===== config.mk =====
export PLATFORM = sky130hd
export DESIGN_NAME = seg_scan_display
export DESIGN_NICKNAME = d
export VERILOG_FILES = /design/src/rtl/seg7_pkg.sv /design/src/rtl/hex_to_seg7.sv /design/src/rtl/seg_scan_display.sv
export SDC_FILE = /design/constraint.sdc
export NUM_CORES = 1
export LEC_CHECK = 0
export ABC_AREA = 1
export BUFFER_PORTS_ARGS = -buffer_cell sky130_fd_sc_hd__buf_2
export CORE_AREA = 2 2 109 111
export CTS_CLUSTER_DIAMETER = 50
export CTS_CLUSTER_SIZE = 10
export DETAILED_ROUTE_END_ITERATION = 7
export DIE_AREA = 0 0 111 113
export PLACE_DENSITY_LB_ADDON = 0.2
export SYNTH_ARGS = -nofsm -noshare
export SYNTH_HDL_FRONTEND = slang
export SYNTH_HIERARCHICAL = 1
export SYNTH_SLANG_ARGS = --single-unit

===== constraint.sdc =====
create_clock -name Clk -period 4.6 [get_ports Clk]
set_clock_uncertainty 0.2 [all_clocks]
set_input_delay 0.69 -clock Clk [delete_from_list [all_inputs] [get_ports Clk]]
set_output_delay 0.69 -clock Clk [all_outputs]
set_load 0.01 [all_outputs]

===== src/rtl/seg7_pkg.sv =====
// Shared constants and helpers for the seven-segment scan driver.
// Provides the blank pattern, the active-low hex glyph table ({g,f,e,d,c,b,a})
// and a clog2 helper that never returns less than 1 bit.
package seg7_pkg;

  localparam logic [6:0] SEG_BLANK = 7'h7F;

  localparam logic [6:0] HEX_SEG [16] = '{
    7'h40, 7'h79, 7'h24, 7'h30, 7'h19, 7'h12, 7'h02, 7'h78,
    7'h00, 7'h10, 7'h08, 7'h03, 7'h46, 7'h21, 7'h06, 7'h0E
  };

  // Bits needed to index n items; at least 1 so single-entry counters still have a vector.
  function automatic int unsigned clog2(input int unsigned n);
    int unsigned w;
    w = 0;
    while ((32'd1 << w) < n) w++;
    return (w == 0) ? 1 : w;
  endfunction

endpackage


===== src/rtl/hex_to_seg7.sv =====
// Combinational hex nibble to active-low seven-segment decode.
// Ports:
//   nibble  in  4  hex value 0..F
//   seg_c   out 7  segments {g,f,e,d,c,b,a}, active-low
module hex_to_seg7
  import seg7_pkg::*;
(
  input  logic [3:0] nibble,
  output logic [6:0] seg_c
);

  assign seg_c = HEX_SEG[nibble];

endmodule


===== src/rtl/seg_scan_display.sv =====
// Time-multiplexed, double-buffered seven-segment driver for NUM_DIGITS hex digits.
// New values arrive through a valid/ready handshake into a pending buffer and
// are copied to the active buffer only at a frame boundary, so a frame is never torn.
// Optional build macro: SEG_LZB_EN enables leading-zero blanking of digits above 0.
// Ports:
//   Clk        in   1             system clock
//   Reset      in   1             asynchronous, active-high reset
//   InData     in   4*NUM_DIGITS  hex nibbles, digit 0 rightmost
//   InValid    in   1             InData offered this cycle
//   InReady    out  1             pending buffer empty (registered)
//   DigitMask  in   NUM_DIGITS    1 = digit may light, 0 = forced blank
//   out7       out  7             segments {g,f,e,d,c,b,a}, active-low
//   en_out     out  NUM_DIGITS    digit anodes, active-low, one-cold or all-high
//   FrameTick  out  1             one-cycle pulse when the digit index wraps to 0
module seg_scan_display
  import seg7_pkg::*;
#(
  parameter int unsigned NUM_DIGITS = 8,
  parameter int unsigned SCAN_DIV   = 100000
) (
  input  logic                    Clk,
  input  logic                    Reset,
  input  logic [4*NUM_DIGITS-1:0] InData,
  input  logic                    InValid,
  output logic                    InReady,
  input  logic [NUM_DIGITS-1:0]   DigitMask,
  output logic [6:0]              out7,
  output logic [NUM_DIGITS-1:0]   en_out,
  output logic                    FrameTick
);

  localparam int unsigned DIG_W  = NUM_DIGITS;
  localparam int unsigned DATA_W = 4 * NUM_DIGITS;
  localparam int unsigned IDX_W  = clog2(NUM_DIGITS);
  localparam int unsigned CNT_W  = clog2(SCAN_DIV);

  logic [CNT_W-1:0]  cnt_q,       cnt_d;
  logic [IDX_W-1:0]  idx_q,       idx_d;
  logic [DATA_W-1:0] active_q,    active_d;
  logic [DATA_W-1:0] pending_q,   pending_d;
  logic              pend_flag_q, pend_flag_d;
  logic              in_ready_q,  in_ready_d;
  logic              tick_q,      tick_d;
  logic [6:0]        out7_q,      out7_d;
  logic [DIG_W-1:0]  en_q,        en_d;

  logic              cnt_wrap_c;
  logic              boundary_c;
  logic              accept_c;
  logic [3:0]        nibble_c;
  logic [6:0]        seg_c;
  logic              lzb_blank_c;
  logic              lit_c;

  assign cnt_wrap_c = (cnt_q == CNT_W'(SCAN_DIV - 1));
  assign boundary_c = cnt_wrap_c && (idx_q == IDX_W'(NUM_DIGITS - 1));
  // pend_flag_q is never set while in_ready_q is high, so accept and swap never coincide.
  assign accept_c   = InValid && in_ready_q;
  assign nibble_c   = active_q[{idx_q, 2'b00} +: 4];

  hex_to_seg7 u_dec (
    .nibble (nibble_c),
    .seg_c  (seg_c)
  );

`ifdef SEG_LZB_EN
  // Digit i>0 blanks when it and every digit above it in the active buffer are zero.
  logic [DIG_W-1:0] zero_above_c;
  logic             run_zero_c;
  always_comb begin
    zero_above_c = '0;
    run_zero_c   = 1'b1;
    for (int i = NUM_DIGITS - 1; i >= 0; i--) begin
      run_zero_c      = run_zero_c && (active_q[4*i +: 4] == 4'h0);
      zero_above_c[i] = run_zero_c;
    end
  end
  assign lzb_blank_c = (idx_q != IDX_W'(0)) && zero_above_c[idx_q];
`else
  assign lzb_blank_c = 1'b0;
`endif

  assign lit_c = DigitMask[idx_q] && !lzb_blank_c;

  // Scan counter, digit index, buffer swap, handshake and output decode.
  always_comb begin
    cnt_d       = cnt_q + CNT_W'(1);
    idx_d       = idx_q;
    active_d    = active_q;
    pending_d   = pending_q;
    pend_flag_d = pend_flag_q;
    tick_d      = boundary_c;
    out7_d      = SEG_BLANK;
    en_d        = '1;

    if (cnt_wrap_c) begin
      cnt_d = '0;
      idx_d = (idx_q == IDX_W'(NUM_DIGITS - 1)) ? '0 : idx_q + IDX_W'(1);
    end

    if (boundary_c && pend_flag_q) begin
      active_d    = pending_q;
      pend_flag_d = 1'b0;
    end

    if (accept_c) begin
      pending_d   = InData;
      pend_flag_d = 1'b1;
    end

    in_ready_d = !pend_flag_d;

    if (lit_c) begin
      en_d   = ~(DIG_W'(1) << idx_q);
      out7_d = seg_c;
    end
  end

  always_ff @(posedge Clk or posedge Reset) begin
    if (Reset) begin
      cnt_q       <= '0;
      idx_q       <= '0;
      active_q    <= '0;
      pending_q   <= '0;
      pend_flag_q <= 1'b0;
      in_ready_q  <= 1'b1;
      tick_q      <= 1'b0;
      out7_q      <= SEG_BLANK;
      en_q        <= '1;
    end else begin
      cnt_q       <= cnt_d;
      idx_q       <= idx_d;
      active_q    <= active_d;
      pending_q   <= pending_d;
      pend_flag_q <= pend_flag_d;
      in_ready_q  <= in_ready_d;
      tick_q      <= tick_d;
      out7_q      <= out7_d;
      en_q        <= en_d;
    end
  end

  assign InReady   = in_ready_q;
  assign FrameTick = tick_q;
  assign out7      = out7_q;
  assign en_out    = en_q;

endmodule


==> metrics.cfg, run 1 <==
[placed_design]
dp_cells=791
globalplace.congestion=0.870
dp_hpwl_mm=7.48
place_area_um2=5300
io_buffers=59
dpl_worst_slack_ns=1.94

[sta]
drv_slew=0
setup_viol_count_final=0
tightestPinTransition_ns=1.05
fin_ws_ns=1.95
min_period_ns=2.65
relSlewSlack=0.301
setup_tns_ns=0
timing.fmax_ghz=0.377
period_share=0.577
rsz0062_at_grt=no
hold_viol_final=0
hold-worst-slack_ns=0.258

[critical_path]
arrival_ns=2.72
worst-path-buf-inv=3
reg2reg_slack_ns=1.95
path_cells=inv_1 -> o21ai_0 -> o22ai_1 -> nand2_1 -> nand2_1 -> inv_1 -> ha_1 -> nand2_1 -> nand3_1 -> nand2_1 -> inv_1 -> nand2_1
crit_required_ns=4.66
path_delay_family=buffers and inverters
critical-path-top-cell-by-count=nand2_1
cpPeakStageDelay_ns=0.52
worst-path-max-fanout=13
startpoint_type=register
worstRegToRegCells=12
timing.rr.start=idx_q[1]
endpoint_kind=register
cp.depth=12
cp_slowest_cell=dfrtp_1
reg2reg_to=out7[3]
crit_type=register to register

[floorplanning]
io_pins=60
fp-row-count=39
die_w_um=111
die_area_um2=12500
coreArea_um2=11300
die_h_um=113
start_util=0.441

[synthesis]
synthesis.nets=671
synthesis.area_um2=4970
synthDistinctLibCells=27
synth-seq-cells=102
syn_area_per_cell_um2=8.09
ys_warn_count=6
seq_area_frac_synth=0.518
syn_inst=614

[pwr]
intPower_mw=1.30
pwr-share-clk=0.435
power.total_mw=1.68
power_frac_comb=0.027
ir_drop_uv=181
power_per_cell_area_nw_per_um2=300
p_sw_frac=0.228
seqPwrFrac=0.538
power.switching_mw=0.382
p_leak_nw=2.98

[clock_tree]
cts_tree=built
clkTransAtPathRegs_ns=0.07
root_buffer=clkbuf_16
cts_buffers=9
clockBufferDepth=2
h-tree-depth=3
clock_latency_ns=0.35
hold_buffers=0
clock-sinks=102
cts_resized=0
cts_setup_buffers=0

[finish]
fin_util=0.496
final_cell_area_um2=5590
layout-drive-gt1-share=0.176
antenna_cells=0
nets=716
final_cells=807
area_growth_pct=12.5

[drt]
wl_per_cell_um=13.3
first_pass_iters=4
routed_wl_mm=10.8
drc=0
drt_iter0_drc=202
viasPerCell=4.99
ant_nets=0
num_vias=4027

[global_routing]
grt_pass1_wl_mm=18.7
grt_pass1_vias=4035
antenna_found_initial=0
gr-total-overflow=0
track_usage=0.182
grt_max_degree=89

[outcome]
status=finished clean

[min_path]
min_delay_path_depth=1
hold_end=cnt_q[0]
min-delay-path-class=register to register
hp-start=cnt_q[0]

[job]
drv_cap=0

-- area by class of cell --
class,count,area (um^2)
Clock buffer,10,229
Clock inverter,6,55.1
Fill cell,1109,5690
Inverter,50,190
Multi-Input combinational cell,431,2020
Sequential cell,102,2570
Tap cell,143,179
Timing Repair Buffer,65,340
-- cell usage after synthesis --
cell type | count | share of area
a21oi_1 | 1 | 0.0010
buf_2 | 14 | 0.014
buf_6 | 7 | 0.016
clkbuf_1 | 10 | 0.0076
clkinv_1 | 1 | 0.00076
dfrtp_1 | 86 | 0.43
dfstp_2 | 16 | 0.085
ha_1 | 14 | 0.035
inv_1 | 36 | 0.027
inv_2 | 13 | 0.0098
nand2_1 | 237 | 0.18
nand2_2 | 2 | 0.0025
nand3_1 | 27 | 0.027
nand3b_1 | 3 | 0.0045
nand4_1 | 38 | 0.048
nand4_2 | 1 | 0.0025
nor2_1 | 53 | 0.040
nor2_2 | 2 | 0.0025
nor2_4 | 1 | 0.0023
nor3_1 | 5 | 0.0050
nor3b_1 | 2 | 0.0030
o21ai_0 | 22 | 0.022
o21ai_1 | 5 | 0.0050
o21ai_2 | 1 | 0.0018
o21bai_1 | 1 | 0.0015
o22ai_1 | 10 | 0.013
xor2_1 | 6 | 0.011
-- sequential cells by signal, indices dropped and copies added, names as in the netlist --
name / cells
FrameTick: 1
InReady: 1
active_q: 32
cnt_q: 17
en_out: 8
idx_q: 3
out7: 7
pend_flag_q: 1
pending_q: 32
-- cell families after synthesis --
logic type	Yosys count	share of synthesized area
flops	102	0.518
xor+xnor	6	0.0106
compound gates	40	0.0441
simple gates	371	0.317
buf+inv	81	0.0753
fa+ha+maj	14	0.0353
-- cell usage in the layout, fill, tap and decap left out --
master and instances:
a21oi_1 1, buf_2 59, buf_4 6, clkbuf_1 1, clkbuf_16 9, clkinv_1 1, clkinv_4 2, clkinvlp_4 2
dfrtp_1 86, dfstp_2 16, ha_1 14, inv_1 35, inv_2 13, inv_4 1, inv_8 2, nand2_1 237
nand2_2 2, nand3_1 27, nand3b_1 3, nand4_1 38, nand4_2 1, nor2_1 53, nor2_2 2, nor2_4 1
nor3_1 5, nor3b_1 2, o21ai_0 22, o21ai_1 5, o21ai_2 1, o21bai_1 1, o22ai_1 10, xor2_1 6
-- worst max path at each step --
stage,start,endpoint,slack [ns]
finish,idx_q[1],out7[3],1.95
global route,idx_q[1],active_q[0],1.68
CTS,idx_q[1],active_q[16],1.92
detailed placement,idx_q[1],active_q[17],1.94
global placement,idx_q[0],active_q[25],2.01
floorplan,Reset,FrameTick,1.06
-- metal layers --
metal,up-vias,part of all wire,global-route usage
met1,1881,0.48,0.244
met2,85,0.46,0.295
met3,20,0.040,0.0386
met4,0,0.020,0.0675
met5,-,0,0
li1,2041,-,-
-- worst register-to-register path: cells and delay by family, from the launching register on --
family | cells | cell delay, ns
AND/OR/NAND/NOR | 6 | 0.51
adder cells (fa/ha/maj) | 1 | 0.33
buffers and inverters | 3 | 0.61
flip-flops | 1 | 0.52
AO/OA/AOI/OAI | 2 | 0.39
-- power by group through the flow --
stage | registers (mW) | clock network, mW | logic (mW)
6_report | 0.903 | 0.730 | 0.0447
5_1_grt | 0.903 | 0.789 | 0.0520
4_1_cts | 0.903 | 0.753 | 0.0470
3_5_place_dp | 0.920 | 0 | 0.0469
3_3_place_gp | 0.920 | 0 | 0.0463
2_1_floorplan | 0.922 | 0 | 0.0166
(Power assumes the default switching activity.)
==> inputs of run 2 (changes only) <==
clock period = 2.47 ns   (was 4.6 ns; I/O delays follow)
==> run 2 against run 1 <==
- the run now ends with negative hold slack left
- utilization up 0.58 points
- sequential cell count is the same
- clock power up 93%
- global-route usage is essentially flat
- via count barely moved
- setup slack lost 1.7 ns
- routed wire length is 0.11% lower
- first-iteration DRC count increased by 42%
- sequential power grew 86%
- highest routed layer unchanged
==> metrics.cfg, run 2 (synthesis gave the netlist of run 1 again) <==
[outcome]
status=finished with violations
violations=negative hold slack

[placed_design]
io_buffers=59  ; unchanged
dp_hpwl_mm=7.68  ; +2.8%
globalplace.congestion=0.922  ; +6.0%

[clock_tree]
cts_tree=built
cts_resized=0  ; unchanged
clock-sinks=102  ; unchanged
clockBufferDepth=2  ; unchanged
clkTransAtPathRegs_ns=0.07  ; about the same
h-tree-depth=3  ; unchanged
cts_setup_buffers=0  ; unchanged
root_buffer=clkbuf_16
cts_buffers=9  ; unchanged
clock_latency_ns=0.34  ; about the same
hold_buffers=0  ; unchanged

[floorplanning]
io_pins=60  ; unchanged
die_area_um2=12500  ; unchanged
start_util=0.441  ; unchanged
die_h_um=113  ; unchanged
fp-row-count=39  ; unchanged
die_w_um=111  ; unchanged
coreArea_um2=11300  ; unchanged

[sta]
hold-worst-slack_ns=-0.0330  ; -0.291 ns
timing.fmax_ghz=0.450  ; +19%
relSlewSlack=0.651  ; +0.350
setup_tns_ns=0  ; unchanged
setup_viol_count_final=0  ; unchanged
drv_slew=0  ; unchanged
period_share=0.900  ; +0.323
min_period_ns=2.22  ; -0.432 ns
hold_viol_final=34  ; +34
tightestPinTransition_ns=0.524  ; -0.524 ns
rsz0062_at_grt=no

[drt]
num_vias=4026  ; -0.025%
drt_iter0_drc=286  ; +42%
routed_wl_mm=10.7  ; -0.11%
drc=0  ; unchanged
wl_per_cell_um=13.2  ; -0.73%
first_pass_iters=5  ; +1
ant_nets=0  ; unchanged
viasPerCell=4.96  ; -0.64%

[pwr]
ir_drop_uv=279  ; +54%
p_leak_nw=3.02  ; +1.2%
power.total_mw=3.18  ; +90%
power_per_cell_area_nw_per_um2=563  ; +88%

[finish]
fin_util=0.501  ; +0.00577
reg_top3=active_q: 32 flops, pending_q: 32 flops, cnt_q: 17 flops
layout_common_cells=nand2_1 (237), dfrtp_1 (86), buf_2 (59), nor2_1 (53), nand4_1 (38)
nets=721  ; +0.70%
fillerInstances=1089  ; -1.8%
antenna_cells=0  ; unchanged
final_common_cell=nand2_1
area_growth_pct=13.8
regArea_um2=2570  ; unchanged
multiInputGateArea_um2=2020  ; unchanged
layout-drive-gt1-share=0.184  ; +0.00765

[global_routing]
gr-total-overflow=0  ; unchanged
grt_pass1_wl_mm=18.8  ; +0.52%
grt_max_degree=103  ; +16%
track_usage=0.182  ; about the same
antenna_found_initial=0  ; unchanged
grt_pass1_vias=3870  ; -4.1%

[critical_path]
worst-path-max-fanout=13  ; unchanged
crit_required_ns=2.53  ; -2.13 ns
crit_type=register to register
startpoint_type=register
reg2reg_slack_ns=0.25  ; -1.70 ns
arrival_ns=2.29  ; -0.43 ns
endpoint_kind=register

[job]
drv_cap=0  ; unchanged

[min_path]
min-delay-path-class=input port to async pin

==> run 2: changes by cell type in the layout (fill, tap and decap cells not counted), sizes merged <==
cell	before	now
clkinvlp	2	3
clkbuf	10	9
inv	51	50
bufinv	0	1
buf	65	70
==> run 2: worst paths after layout <==
kind / startpoint / endpoint / cells past startpoint
max in group asynchronous: Reset / out7[6] / 3
setup / recovery: idx_q[1] / out7[3] / 12
hold reg to reg: cnt_q[0] / cnt_q[0] / 1
hold / removal: Reset / FrameTick / 3
setup reg to reg: idx_q[1] / out7[3] / 12
min in group Clk: InData[17] / pending_q[17] / 3
==> run 2: cell type report <==
type | count | area share
clock buffers | 9 | 0.0399
clock inverters | 7 | 0.0128
inverters | 50 | 0.0339
multi-input cells | 431 | 0.357
flip-flops and latches | 102 | 0.455
well taps | 143 | 0.0317
repair buffers | 70 | 0.0691
==> run 2: worst max-delay path: stages (launching register included) <==
cell and delay [ns]:
dfrtp_1 0.38, inv_1 0.27, o21ai_0 0.16, o22ai_1 0.13, nand2_1 0.06, nand2_1 0.17, inv_1 0.15, ha_1 0.33
nand2_1 0.05, nand3_1 0.09, nand2_1 0.05, inv_1 0.05, nand2_1 0.05
==> run 2: stage by stage <==
step	setup WS (ns)	std cells	cell area [um^2]
floorplan	0.314	614	4970
global placement	0.396	796	5350
detailed placement	0.268	796	5350
CTS	0.254	812	5650
global route	0.00230	812	5650
finish	0.248	812	5650
==> run 2: power by group <==
group          internal [mW]  switching, mW
Sequential              1.68        0.00129
Clock                  0.789          0.625
Combinational         0.0329         0.0531
==> run 2: per-layer routing <==
metal / up-vias / global-route usage / share of wire
met2: 102 / 0.297 / 0.46
met5: - / 0 / 0
met3: 11 / 0.0321 / 0.043
li1: 2050 / - / -
met1: 1863 / 0.253 / 0.49
met4: 0 / 0.0533 / 0.016
==> inputs of run 3 (changes only) <==
CAP_MARGIN = 20   (was default)
CTS_BUF_LIST = sky130_fd_sc_hd__clkbuf_16   (was default)
HOLD_SLACK_MARGIN = 0.12   (was default)
==> run 3 against run 2 <==
- the flow now finishes without violations
- largest cell class unchanged
- critical endpoint is now out7[0]
- critical path depth up 1
- sequential share of layout area shrank 2.5 points
- highest routed layer unchanged
- maximum frequency rose by 0.47%
- routed wire length grew 3.0%
- critical path type unchanged
- sequential power about the same
- worst hold slack better by 0.30 ns
- global-route usage rose by 0.41 points
==> metrics.cfg, run 3 (synthesis gave the netlist of run 1 again) <==
[pwr]
ir_drop_uv=280  ; +0.45%
p_leak_nw=3.16  ; +4.6%
power_per_cell_area_nw_per_um2=537  ; -4.6%
power.total_mw=3.21  ; +1.0%

[drt]
drt_iter0_drc=282  ; -1.4%
wl_per_cell_um=13.1  ; -0.99%
ant_nets=0  ; unchanged
first_pass_iters=5  ; unchanged
num_vias=4147  ; +3.0%
drc=0  ; unchanged
viasPerCell=4.91  ; -1.0%
routed_wl_mm=11.1  ; +3.0%

[critical_path]
endpoint_kind=register
cp_slowest_cell=dfrtp_1
worst-path-max-fanout=13  ; unchanged
crit_type=register to register
crit_required_ns=2.53  ; about the same
arrival_ns=2.28  ; about the same
path_delay_family=buffers and inverters
cpPeakStageDelay_ns=0.38  ; about the same
worst-path-buf-inv=4  ; +1
critical-path-top-cell-by-count=nand2_1
path_cells=inv_1 -> o21ai_0 -> o22ai_1 -> nand2_1 -> nand2_1 -> inv_1 -> ha_1 -> inv_1 -> nand2_1 -> nand3_1 -> nand2_1 -> inv_1 -> nand2_1
startpoint_type=register

[finish]
final_common_cell=nand2_1
layout_common_cells=nand2_1 (237), dfrtp_1 (86), buf_2 (59), nor2_1 (53), nand4_1 (38)
regArea_um2=2570  ; unchanged
final_cells=845  ; +4.1%
fillerInstances=1060  ; -2.7%
fin_util=0.531  ; +0.0293
final_cell_area_um2=5980  ; +5.8%
multiInputGateArea_um2=2020  ; unchanged
area_growth_pct=20.4
layout-drive-gt1-share=0.175  ; -0.00864
nets=754  ; +4.6%
antenna_cells=0  ; unchanged
reg_top3=active_q: 32 flops, pending_q: 32 flops, cnt_q: 17 flops

[clock_tree]
cts_tree=built
clock-sinks=102  ; unchanged
h-tree-depth=3  ; unchanged
clkTransAtPathRegs_ns=0.07  ; about the same
clockBufferDepth=2  ; unchanged
cts_buffers=9  ; unchanged
root_buffer=clkbuf_16
clock_latency_ns=0.34  ; about the same

[sta]
rsz0062_at_grt=no
setup_viol_count_final=0  ; unchanged
fin_ws_ns=0.258  ; +0.0104 ns
setup_tns_ns=0  ; unchanged
timing.fmax_ghz=0.452  ; +0.47%
hold-worst-slack_ns=0.263  ; +0.296 ns
period_share=0.895  ; -0.00421
relSlewSlack=0.647  ; -0.00400
drv_slew=0  ; unchanged
tightestPinTransition_ns=0.530  ; +0.00601 ns
min_period_ns=2.21  ; -0.0104 ns
hold_viol_final=0  ; -100%

[outcome]
status=finished clean

[global_routing]
antenna_found_initial=0  ; unchanged
track_usage=0.186  ; +0.00406
grt_pass1_vias=3990  ; +3.1%
grt_max_degree=103  ; unchanged
grt_pass1_wl_mm=19.2  ; +2.2%
gr-total-overflow=0  ; unchanged

[min_path]
min-delay-path-class=register to register

[floorplanning]
die_h_um=113  ; unchanged
die_area_um2=12500  ; unchanged
start_util=0.441  ; unchanged
io_pins=60  ; unchanged
die_w_um=111  ; unchanged
coreArea_um2=11300  ; unchanged
fp-row-count=39  ; unchanged

[placed_design]
globalplace.congestion=0.922  ; unchanged
place_area_um2=5350  ; unchanged
dpl_worst_slack_ns=0.268  ; unchanged
io_buffers=59  ; unchanged
dp_hpwl_mm=7.68  ; unchanged
dp_cells=796  ; unchanged

[job]
drv_cap=0  ; unchanged

[run 3: cell types whose count changed in the layout (fill, tap and decap cells not counted), sizes merged]
cell         delta
dlygate4sd3    +33
[run 3: routing by layer]
metal,vias up,track usage,part of all wire
li1,2118,-,-
met1,1911,0.252,0.48
met2,103,0.313,0.47
met3,15,0.0327,0.041
met4,0,0.0517,0.015
met5,-,0,0
[run 3: repair_timing]
action,CTS,global route
resized for setup,0,0
hold buffers,33,0
hold endpoints to repair,118,0
buffers inserted,0,0
[run 3: worst paths after layout]
check | cells past startpoint | from | to | slack, ns
setup / recovery | 13 | idx_q[1] | out7[0] | 0.26
min in group asynchronous | 4 | Reset | FrameTick | 0.52
max in group asynchronous | 4 | Reset | out7[6] | 1.13
hold reg to reg | 1 | cnt_q[0] | cnt_q[0] | 0.26
hold / removal | 1 | cnt_q[0] | cnt_q[0] | 0.26
setup reg to reg | 13 | idx_q[1] | out7[0] | 0.26
[run 3: final cells by class]
class,instances,share of cell area
well taps,143,0.0299
flip-flops and latches,102,0.430
repair buffers,103,0.121
clock inverters,7,0.0121
multi-input cells,431,0.338
clock buffers,9,0.0377
inverters,50,0.0320
[run 3: power breakdown]
group          internal, mW  switching [mW]  leakage [nW]
registers              1.68         0.00129          1.35
clock network         0.789           0.617         0.142
logic                0.0667          0.0596          1.66
total                  2.54           0.678          3.16
